$ cat src/rtl/placar_pkg.sv
// rtl/placar_pkg.sv - shared types and constants for the scoreboard controller
package placar_pkg;

    localparam int SCORE_W = 7;
    localparam int PTS_W   = 2;
    localparam logic [SCORE_W-1:0] SCORE_MAX = 7'd99;

    typedef enum logic [1:0] {
        ST_IDLE = 2'd0,
        ST_EXEC = 2'd1,
        ST_WB   = 2'd2
    } state_t;

    typedef enum logic {
        TEAM_A = 1'b0,
        TEAM_B = 1'b1
    } team_t;

endpackage

$ cat src/rtl/placar_alu.sv
// rtl/placar_alu.sv - shared saturating add/subtract unit, clamps to 0..SCORE_MAX
module placar_alu
    import placar_pkg::*;
(
    input  logic [SCORE_W-1:0] score,
    input  logic [PTS_W-1:0]   pts,
    input  logic               sub,
    output logic [SCORE_W-1:0] result
);

    logic [SCORE_W-1:0] pts_ext;
    logic [SCORE_W:0]   sum;

    always_comb begin
        pts_ext = {{(SCORE_W-PTS_W){1'b0}}, pts};
        sum     = {1'b0, score} + {1'b0, pts_ext};
        result  = score;
        if (sub) begin
            result = (score < pts_ext) ? '0 : (score - pts_ext);
        end else begin
            result = (sum > {1'b0, SCORE_MAX}) ? SCORE_MAX : sum[SCORE_W-1:0];
        end
    end

endmodule

$ cat src/rtl/placar_controller.sv
// rtl/placar_controller.sv - two-team scoreboard, one shared ALU, IDLE/EXEC/WB sequencer
// Optional PLACAR_ROUND_ROBIN_EN: alternate grants on simultaneous requests.
module placar_controller
    import placar_pkg::*;
(
    input  logic                 clk,
    input  logic                 reset,
    input  logic                 clr,
    input  logic                 req_a,
    input  logic                 req_b,
    input  logic [PTS_W-1:0]     pts_a,
    input  logic [PTS_W-1:0]     pts_b,
    input  logic                 sub_a,
    input  logic                 sub_b,
    output logic                 ack_a,
    output logic                 ack_b,
    output logic                 busy,
    output logic [SCORE_W-1:0]   score_a,
    output logic [SCORE_W-1:0]   score_b
);

    state_t             state;
    team_t              team;
    logic [PTS_W-1:0]   pts_q;
    logic               sub_q;
    logic [SCORE_W-1:0] result_q;
    logic [SCORE_W-1:0] alu_score;
    logic [SCORE_W-1:0] alu_result;
    logic               grant_b;

`ifdef PLACAR_ROUND_ROBIN_EN
    logic ptr;  // 0 favours team A, 1 favours team B
    assign grant_b = req_b & (~req_a | ptr);
`else
    assign grant_b = req_b & ~req_a;
`endif

    assign alu_score = (team == TEAM_B) ? score_b : score_a;

    placar_alu u_alu (
        .score  (alu_score),
        .pts    (pts_q),
        .sub    (sub_q),
        .result (alu_result)
    );

    always_ff @(posedge clk) begin
        if (reset) begin
            state    <= ST_IDLE;
            team     <= TEAM_A;
            pts_q    <= '0;
            sub_q    <= 1'b0;
            result_q <= '0;
            score_a  <= '0;
            score_b  <= '0;
            ack_a    <= 1'b0;
            ack_b    <= 1'b0;
            busy     <= 1'b0;
`ifdef PLACAR_ROUND_ROBIN_EN
            ptr      <= 1'b0;
`endif
        end else if (clr) begin
            state    <= ST_IDLE;
            score_a  <= '0;
            score_b  <= '0;
            ack_a    <= 1'b0;
            ack_b    <= 1'b0;
            busy     <= 1'b0;
        end else begin
            case (state)
                ST_IDLE: begin
                    if (req_a || req_b) begin
                        team  <= grant_b ? TEAM_B : TEAM_A;
                        pts_q <= grant_b ? pts_b : pts_a;
                        sub_q <= grant_b ? sub_b : sub_a;
                        busy  <= 1'b1;
                        state <= ST_EXEC;
                    end
                end
                ST_EXEC: begin
                    result_q <= alu_result;
                    ack_a    <= (team == TEAM_A);
                    ack_b    <= (team == TEAM_B);
                    state    <= ST_WB;
                end
                ST_WB: begin
                    if (team == TEAM_B) begin
                        score_b <= result_q;
                    end else begin
                        score_a <= result_q;
                    end
                    ack_a <= 1'b0;
                    ack_b <= 1'b0;
                    busy  <= 1'b0;
                    state <= ST_IDLE;
`ifdef PLACAR_ROUND_ROBIN_EN
                    ptr   <= ~ptr;
`endif
                end
                default: begin
                    state <= ST_IDLE;
                    ack_a <= 1'b0;
                    ack_b <= 1'b0;
                    busy  <= 1'b0;
                end
            endcase
        end
    end

endmodule

$ cat config.mk
export PLATFORM = sky130hd
export DESIGN_NAME = placar_controller
export DESIGN_NICKNAME = d
export VERILOG_FILES = /design/src/rtl/placar_pkg.sv /design/src/rtl/placar_alu.sv /design/src/rtl/placar_controller.sv
export SDC_FILE = /design/constraint.sdc
export NUM_CORES = 1
export LEC_CHECK = 0
export ABC_CLOCK_PERIOD_IN_PS = 2800
export BUFFER_PORTS_ARGS = -buffer_cell sky130_fd_sc_hd__clkbuf_2
export CAP_MARGIN = 20
export CELL_PAD_IN_SITES_DETAIL_PLACEMENT = 0
export CELL_PAD_IN_SITES_GLOBAL_PLACEMENT = 1
export CORE_UTILIZATION = 30
export CTS_BUF_LIST = sky130_fd_sc_hd__clkbuf_4 sky130_fd_sc_hd__clkbuf_8 sky130_fd_sc_hd__clkbuf_16
export DETAILED_ROUTE_END_ITERATION = 8
export PLACE_DENSITY = 0.69
export SLEW_MARGIN = 20
export SYNTH_ARGS = -nofsm -noshare
export SYNTH_HDL_FRONTEND = slang
export SYNTH_SLANG_ARGS = --single-unit
$ cat constraint.sdc
create_clock -name clk -period 2.8 [get_ports clk]
set_input_delay 0.56 -clock clk [delete_from_list [all_inputs] [get_ports clk]]
set_output_delay 0.56 -clock clk [all_outputs]
set_load 0.05 [all_outputs]
==> After elaboration in Yosys (flattened, before gate mapping) <==
Cells that the tools add are included.
{ "op_classes": {"n_addsub": 2, "magnitude_cmp": 2, "n_eq_ne": 3, "mux": 13, "n_bitwise": 5, "reduce_logical": 8} }
{ "op_table": {"columns": ["cell", "count"], "rows": [
  ["7-bit two-way mux", 4],
  ["7-bit by 2-bit adder with 8-bit output", 1],
  ["8-bit by 7-bit > comparator with 1-bit output, second input constant", 1],
  ["2-bit AND reduction", 4],
  ["7-bit by 2-bit < comparator with 1-bit output", 1],
  ["7-bit by 2-bit subtractor with 7-bit output", 1],
  ["1-bit one-hot mux with 2 select lines", 3],
  ["2-bit two-way mux", 2],
  ["1-bit inverter", 4],
  ["2-bit one-hot mux with 2 select lines", 1],
  ["1-bit two-way mux", 3],
  ["3-bit AND reduction", 1],
  ["2-bit by 1-bit equality test with 1-bit output, second input constant", 1],
  ["2-bit equality test, second input constant", 1],
  ["2-bit zero test", 1],
  ["2-bit inequality test, second input constant", 1],
  ["2-bit OR reduction", 1],
  ["1-bit bitwise AND", 1],
  ["1-bit logical OR", 1]
]} }
{ "word_totals": {"ff_bits": 30, "inputBits": 11, "out_inout_bits": 17, "word_cells": 43} }

==> Longest topological paths before layout <==
Gate-level depths: netlist of run 1.
{ "depth": {"word_depth": 5, "ltp_mapped": 12} }

==> Cells and area by module <==
Synthesis of run 1 repeated with hierarchy kept, for this count alone.
{ "unflattened": {"hier_cells": 193, "hier_area_um2": 1854.3} }
{ "by_module_without_submodules": {"columns": ["mod", "n_inst", "cells_per_inst", "area_per_inst_um2"], "rows": [
  ["placar_controller", 1, 117, 1236.2],
  ["placar_alu", 1, 76, 618.1]
]} }

==> Worst setup path after synthesis of run 1 <==
No wires, ideal clock.
{ "synth_timing": {"kind": "register to register", "start": "register team", "end": "register result_q[2]", "setup_time_ns": 0.070, "arrival_ns": 3.036, "required_ns": 2.730, "setup_slack_ns": -0.306, "stages_incl_launch_ff": 11, "cell_sequence": "dfxtp_1 > buf_6 > clkbuf_1 > mux2_2 > ha_1 > nand2b_1 > a2111oi_4 > xor2_2 > o32ai_1 > or4_1 > a21oi_1"} }
{ "synth_via": {"elab_chain_len": 5, "word_cells_on_any_way": 8, "classes_between": "add/sub: 2; order compare: 2; mux: 4"} }
{ "synth_lines": {"columns": ["item", "line_no", "text"], "rows": [
  ["from (decl)", "placar_controller.sv:23", "team_t team;"],
  ["from (signal assigned)", "placar_controller.sv:73", "team <= grant_b ? TEAM_B : TEAM_A;"],
  ["7-bit two-way mux *", "placar_controller.sv:38", "assign alu_score = (team == TEAM_B) ? score_b : score_a;"],
  ["7-bit by 2-bit adder with 8-bit output", "placar_alu.sv:16", "sum = {1'b0, score} + {1'b0, pts_ext};"],
  ["8-bit by 7-bit > comparator with 1-bit output", "placar_alu.sv:21", "result = (sum > {1'b0, SCORE_MAX}) ? SCORE_MAX : sum[SCORE_W-1:0];"],
  ["7-bit two-way mux", "placar_alu.sv:21", null],
  ["7-bit two-way mux *", "placar_alu.sv:18", "if (sub) begin"],
  ["to (signal assigned)", "placar_controller.sv:81", "result_q <= alu_result;"],
  ["to (decl)", "placar_controller.sv:26", "logic [SCORE_W-1:0] result_q;"]
]} }
Mark *: on every way between the ends. The rest lies on a longest branch, timed or not.
A chain may end at the register's enable or synchronous reset.

==> Worst setup path after layout of run 1 <==
Same ends and word-level chain as after synthesis.

==> run_results.csv, run 1 <==
group,metric,value,unit
outcome,status,"finished, final reports clean",
synth,synth_commonest_cells,"30 x dfxtp_1, 26 x nor2_1, 25 x a21oi_1",
synth,synth_async_sr_flop_share,0,
synth,yosysMostFrequentCell,"dfxtp_1",
grt,overflow,0,
timing,achievable-frequency,384,MHz
hold_path,hold_path_class,"reg2reg",
cts,clkSinkCount,30,
grt,global_router_s_overall_resource_usage,0.149,
critical_path,timing.critical_path.to_type,"register",
final_layout,drive_gt1_frac,0.258,
final_layout,n_fill_cell,577,
placement,dp_hpwl,3140,um
hold_path,worstHoldEndpoint,"busy$_SDFFE_PP0P_",
synth,synthesis.yosys.warnings,0,
timing,slew_viol_final,0,
timing,grt_setup_unrepaired,"false",
critical_path,worst_ep_arrival_time,2.82,ns
critical_path,timing.critical_path.required,3.02,ns
synth,syn-mean-instance-area,8.92,sq um
hold_path,worstHoldPathCells,2,
pwr,p_seq_frac,0.460,
timing,timing.final.crit_period,2.61,ns
run,drv_cap,0,
floorplan,rows,26,
final_layout,num_antenna_cells,0,
critical_path,crit_fanout,4,
grt,initial_antenna_violation_count,0,
pwr,worst_ir_drop_vdd,268,uV
grt,grt_start_max_net_pins,16,
critical_path,cp-start-kind,"register",
floorplan,fp.dieH,77.0,um
detailed_routing,drt_iter0_drc,72,
pwr,finalPower,977,uW
critical_path,crit_slowest_cell,"or4_1",
grt,groute.layer.met2.usage,0.233,
grt,grt_first_pass_wirelength,6710,um
timing,timing.hold.ws,0.474,ns
grt,top_usage_layer,"met2",
floorplan,die_w,77.0,um
pwr,p_clk_frac,0.439,
critical_path,worstPathCellList,"mux2_4, ha_4, nand2b_4, a2111oi_4, xor2_2, o32ai_1, or4_1, a21oi_1",
cts,clock_latency,0.28,ns
cts,cts-buffers-inserted,5,
timing,slew_hr,0.641,
pwr,pwr-share-comb,0.101,
grt,grt_util_met1,0.186,
synth,synthDominantCellAreaShare,0.356,
cts,cts-root-buf,"clkbuf_8",
timing,totalNegativeSetupSlack,0,ns
pwr,leakage,0.000879,uW
critical_path,slowest_delay,0.51,ns
critical_path,path_buf_inv,0,
detailed_routing,postRouteAntennaNets,0,
timing,finalHoldViolCount,0,
synth,mappedNetlistNets,206,
synth,synth.ff_latch_count,30,
pwr,power_density,464,nW/um^2
floorplan,initial_utilization,0.320,
detailed_routing,routed_wire_length_per_instance,13.6,um
pwr,p_int,742,uW
detailed_routing,vias,1479,
grt,gr-usage-met3,0.0476,
detailed_routing,firstDrtPassIters,4,
placement,place_area,1980,sq um
final_layout,stdcell_area,2110,sq um
synth,yosysTopAreaCell,"dfxtp_1",
pwr,power_switching,235,uW
placement,io_buffers,27,
floorplan,io-pin-count,28,
critical_path,r2r-start,"team$_SDFFE_PP0P_",
detailed_routing,drt-total-wl,4070,um
timing,finalSetupViolations,0,
synth,synth_enable_flop_cells,0,
critical_path,rrSetupSlack,0.19,ns
synth,sequential_to_total_area_share_from_yosys_stat,0.356,
synth,synth_cell_types,41,
grt,first_global_vias,1373,
floorplan,die_area,5920,sq um
final_layout,area.growth.synth_to_final,25.0,%
cts,post-cts-setup-buffers,0,
critical_path,crit_family,"compound AO/OA/AOI/OAI gates",
timing,worst_margin_pin_slew,0.536,ns
synth,post_synth_inst_count,189,
critical_path,worst_setup_path_class,"reg2reg",
hold_path,timing.hold.worst.start,"busy$_SDFFE_PP0P_",
pwr,switching_power_share_of_the_total,0.241,
detailed_routing,detail_route.drc_violations,0,
critical_path,rr_endpoint,"result_q[2]$_SDFFE_PP0P_",
synth,post_synth_instance_area,1690,sq um
critical_path,rr_worst_depth,8,
synth,post_synth_main_area_contributors,"dfxtp_1 36%, mux2i_1 14%, a21oi_1 7.4%",
cts,cts.path.max_buffers,2,
cts,clock_tree_from_tritoncts,"yes",
timing,period_share,0.931,
synth,synth_flop_cell,"dfxtp_1",
timing,finalClockSkew,0.00647,ns
final_layout,layout.nets,245,
cts,cts.htree.levels,2,
placement,gp_routability_congestion,0.831,
floorplan,core-area,5270,sq um
detailed_routing,vias_per_cell,4.95,
cts,clk_pin_slew,0.06,ns
[tightest hold or removal path: cells and delay by family, from the launching register on]
family	cells	cell delay, ns
flops	1	0.31
compound gates	1	0.06
simple gates	1	0.05
[what timing repair did]
item / in CTS / in global routing
endpoints found under the setup margin: 0 / 4
hold buffers: 0 / 0
gates resized for setup: 0 / 5
[cell usage in the layout (no fill, tap or decap), drive strengths merged, types with 2 or more instances in the layout]
master	count
a2111oi	2
a211oi	3
a21o	2
a21oi	25
buf	12
clkbuf	32
clkinv	2
dfxtp	30
fa	2
ha	4
inv	8
mux2	3
mux2i	24
nand2	8
nand2b	3
nand3	3
nor2	26
nor2b	3
nor3	5
nor3b	2
o21ai	5
o31ai	2
o32ai	2
xnor2	6
xor2	2
[power groups by stage]
stage / Clock [uW] / Sequential (uW) / Combinational, uW
floorplan: 0 / 461 / 68.7
global placement: 0 / 459 / 97.7
detailed placement: 0 / 459 / 97.4
CTS: 442 / 450 / 97.9
global route: 455 / 451 / 110
finish: 429 / 450 / 98.6
[worst max path at each step]
stage                                 start                        to  slack [ns]  depth (start not counted)
final                     team$_SDFFE_PP0P_  result_q[2]$_SDFFE_PP0P_        0.19                          8
after floorplan           team$_SDFFE_PP0P_  result_q[2]$_SDFFE_PP0P_       0.003                         12
after detailed placement  team$_SDFFE_PP0P_  result_q[2]$_SDFFE_PP0P_        0.14                          8
after global placement    team$_SDFFE_PP0P_  result_q[2]$_SDFFE_PP0P_        0.18                          8
after global routing      team$_SDFFE_PP0P_  result_q[2]$_SDFFE_PP0P_        0.04                          8
after CTS                 team$_SDFFE_PP0P_  result_q[2]$_SDFFE_PP0P_        0.10                         10
[cell type report]
cell class | instances | area [sq um] | share of cell area
clock buffers | 5 | 68.8 | 0.0327
clock inverters | 3 | 40.0 | 0.0190
inverters | 8 | 30.0 | 0.0143
multi-input cells | 144 | 1050 | 0.499
flip-flops and latches | 30 | 604 | 0.287
well taps | 70 | 87.6 | 0.0416
repair buffers | 39 | 225 | 0.107
[state kept, by name, indices dropped and copies added (netlist names)]
signal / flops
result_q: 7
score_a: 7
score_b: 7
pts_q: 2
state: 2
ack_a: 1
ack_b: 1
busy: 1
sub_q: 1
team: 1
[metrics by stage]
stage	worst slack [ns]	utilization	cells
after floorplan	0.00317	-	189
after global placement	0.184	0.375	291
after detailed placement	0.141	0.375	291
after CTS	0.104	0.396	299
after global routing	0.0364	0.400	299
final	0.194	0.400	299
[cells by family after synthesis]
| group | Yosys count | share of synthesized area |
|---|---|---|
| and+or+nand+nor | 56 | 0.157 |
| buffers and inverters | 15 | 0.0379 |
| xor gates and xnor gates | 8 | 0.0460 |
| DFF | 30 | 0.356 |
| AOI/OAI and AO/OA | 47 | 0.184 |
| muxes | 27 | 0.165 |
| adders and majority gates | 6 | 0.0535 |
[layer usage]
metal | part of all wire | vias to the layer above
li1 | - | 748
met2 | 0.45 | 36
met4 | 0.021 | 0
met1 | 0.48 | 686
met5 | 0 | -
met3 | 0.047 | 9
Power figures use the tool's default switching activity.
==> run 2: changes to the inputs <==
--- a/config.mk
+++ b/config.mk
@@ -7,12 +7,12 @@
 export LEC_CHECK = 0
 export ABC_CLOCK_PERIOD_IN_PS = 2800
 export BUFFER_PORTS_ARGS = -buffer_cell sky130_fd_sc_hd__clkbuf_2
-export CAP_MARGIN = 20
 export CELL_PAD_IN_SITES_DETAIL_PLACEMENT = 0
 export CELL_PAD_IN_SITES_GLOBAL_PLACEMENT = 1
 export CORE_UTILIZATION = 30
 export CTS_BUF_LIST = sky130_fd_sc_hd__clkbuf_4 sky130_fd_sc_hd__clkbuf_8 sky130_fd_sc_hd__clkbuf_16
 export DETAILED_ROUTE_END_ITERATION = 8
+export MAX_ROUTING_LAYER = met4
 export PLACE_DENSITY = 0.69
 export SLEW_MARGIN = 20
 export SYNTH_ARGS = -nofsm -noshare
==> run 2 against run 1 <==
Die area stayed put. Worst setup slack lost 0.041 ns. Count of clock-buffer cells in the layout unchanged. Cell area decreased by 0.48%. Final cell count rose by 0.33%. Clock skew barely moved. Critical path depth unchanged. Critical path type unchanged. Global-route usage fell by 0.28 points. Critical endpoint unchanged. Via count shrank 0.34%.
==> run_results.csv, run 2 (synthesis results as in run 1) <==
group,metric,value,unit
hold_path,worstHoldEndpoint,"busy$_SDFFE_PP0P_",
critical_path,worstPathCellList,"mux2_4, ha_1, nand2b_4, a2111oi_4, xor2_2, o32ai_1, or4_1, a21oi_1",
cts,clock_latency,0.28,ns
critical_path,timing.critical_path.required,3.01,ns
final_layout,most_frequent_standard_cell_in_the_layout_excluding_fill_and_tap_cells,"dfxtp_1",
detailed_routing,detail_route.drc_violations,0,
outcome,status,"finished, final reports clean",
timing,slew_hr,0.640,
detailed_routing,drt-total-wl,3950,um
grt,first_global_vias,1325,
critical_path,rr_worst_depth,8,
timing,slew_viol_final,0,
placement,placement.setup.worst_slack,0.158,ns
critical_path,worst_setup_path_class,"reg2reg",
cts,cts-buffers-inserted,5,
detailed_routing,vias,1474,
final_layout,layout.nets,246,
critical_path,rrSetupSlack,0.15,ns
critical_path,cp-start-kind,"register",
run,drv_cap,0,
final_layout,area.growth.synth_to_final,24.4,%
detailed_routing,postRouteAntennaNets,0,
critical_path,slowest_delay,0.51,ns
grt,grt_start_max_net_pins,16,
critical_path,crit_fanout,4,
final_layout,layout_common_cells,"29 x dfxtp_1, 27 x clkbuf_2, 26 x nor2_1, 25 x a21oi_1, 22 x mux2i_1",
floorplan,die_area,5920,sq um
grt,grt_first_pass_wirelength,6490,um
cts,clk_pin_slew,0.06,ns
grt,overflow,0,
final_layout,final_cell_count_no_fill,300,
final_layout,n_fill_cell,569,
placement,dp_hpwl,3120,um
hold_path,worstHoldPathCells,2,
placement,numPlacedInstances,291,
timing,finalSetupViolations,0,
pwr,finalPower,973,uW
pwr,power_density,464,nW/um^2
pwr,worst_ir_drop_vdd,235,uV
timing,grt_setup_unrepaired,"false",
cts,cts.path.max_buffers,2,
floorplan,fp.dieH,77.0,um
detailed_routing,firstDrtPassIters,4,
hold_path,hold_path_class,"reg2reg",
timing,achievable-frequency,378,MHz
timing,finalClockSkew,0.00600,ns
critical_path,worst_ep_arrival_time,2.86,ns
floorplan,initial_utilization,0.320,
critical_path,rr_endpoint,"result_q[2]$_SDFFE_PP0P_",
timing,totalNegativeSetupSlack,0,ns
final_layout,reg.largest.list,"result_q: 7 flops, score_a: 7 flops, score_b: 7 flops",
timing,timing.final.crit_period,2.65,ns
timing,period_share,0.945,
detailed_routing,routed_wire_length_per_instance,13.2,um
critical_path,crit_slowest_cell,"or4_1",
cts,cts-root-buf,"clkbuf_8",
placement,io_buffers,27,
detailed_routing,vias_per_cell,4.91,
floorplan,die_w,77.0,um
floorplan,io-pin-count,28,
timing,worst_margin_pin_slew,0.538,ns
cts,cts.htree.levels,2,
pwr,leakage,0.000885,uW
final_layout,layout.core_utilization,0.398,
cts,clock_tree_from_tritoncts,"yes",
placement,gp_routability_congestion,0.847,
grt,initial_antenna_violation_count,0,
timing,fin_ws,0.153,ns
final_layout,drive_gt1_frac,0.252,
hold_path,timing.hold.worst.start,"busy$_SDFFE_PP0P_",
floorplan,rows,26,
detailed_routing,drt_iter0_drc,88,
final_layout,num_antenna_cells,0,
grt,global_router_s_overall_resource_usage,0.146,
cts,clkSinkCount,30,
critical_path,timing.critical_path.to_type,"register",
timing,finalHoldViolCount,0,
critical_path,r2r-start,"team$_SDFFE_PP0P_",
floorplan,core-area,5270,sq um
[run 2: power by group]
group	internal [uW]	switching (uW)	leakage [uW]	total [uW]
registers	438	11.6	0.000244	450
logic	42.3	55.2	0.000583	97.5
clock network	262	164	0.0000579	426
total	742	231	0.000885	973
[run 2: final cells by class]
class,instances,area [sq um],area share
tap,70,87.6,0.0418
multi-input combinational,144,1040,0.494
inverter,8,30.0,0.0143
timing repair buffer,40,233,0.111
clock buffer,5,68.8,0.0328
clock inverter,3,40.0,0.0191
sequential,30,602,0.287
[run 2: per-stage QoR]
step	area, sq um	hold WS, ns
detailed placement	1980	0.458
floorplan	1710	0.479
finish	2100	0.463
CTS	2080	0.468
global placement	1980	0.452
global route	2100	0.489
[run 2: worst max-delay path by stage]
stage                      start                  endpoint  cells past startpoint
2_1_floorplan  team$_SDFFE_PP0P_  result_q[2]$_SDFFE_PP0P_                     12
5_1_grt        team$_SDFFE_PP0P_  result_q[2]$_SDFFE_PP0P_                      8
3_5_place_dp   team$_SDFFE_PP0P_  result_q[2]$_SDFFE_PP0P_                      8
4_1_cts        team$_SDFFE_PP0P_  result_q[2]$_SDFFE_PP0P_                      8
3_3_place_gp   team$_SDFFE_PP0P_  result_q[2]$_SDFFE_PP0P_                      8
6_report       team$_SDFFE_PP0P_  result_q[2]$_SDFFE_PP0P_                      8
[run 2: timing repair]
action | in CTS | in global routing
hold buffers | 0 | 0
setup endpoints to repair | 0 | 1
gates resized for setup | 0 | 2
buffers inserted | 0 | 1
[run 2: metal layers]
layer | wire [um] | part of all wire | GRT usage
met1 | 1900 | 0.48 | 0.186
met2 | 1850 | 0.47 | 0.233
met3 | 196 | 0.050 | 0.0357
met4 | 0 | 0 | 0.0288
met5 | 0 | 0 | -
[run 2: worst max-delay path, delay by kind of cell, from the launching register on]
family	cells	cell delay, ns
AO/OA/AOI/OAI	3	0.66
flip-flops	1	0.37
adder cells (fa/ha/maj)	1	0.32
XOR/XNOR	1	0.21
multiplexers	1	0.35
AND/OR/NAND/NOR	2	0.67
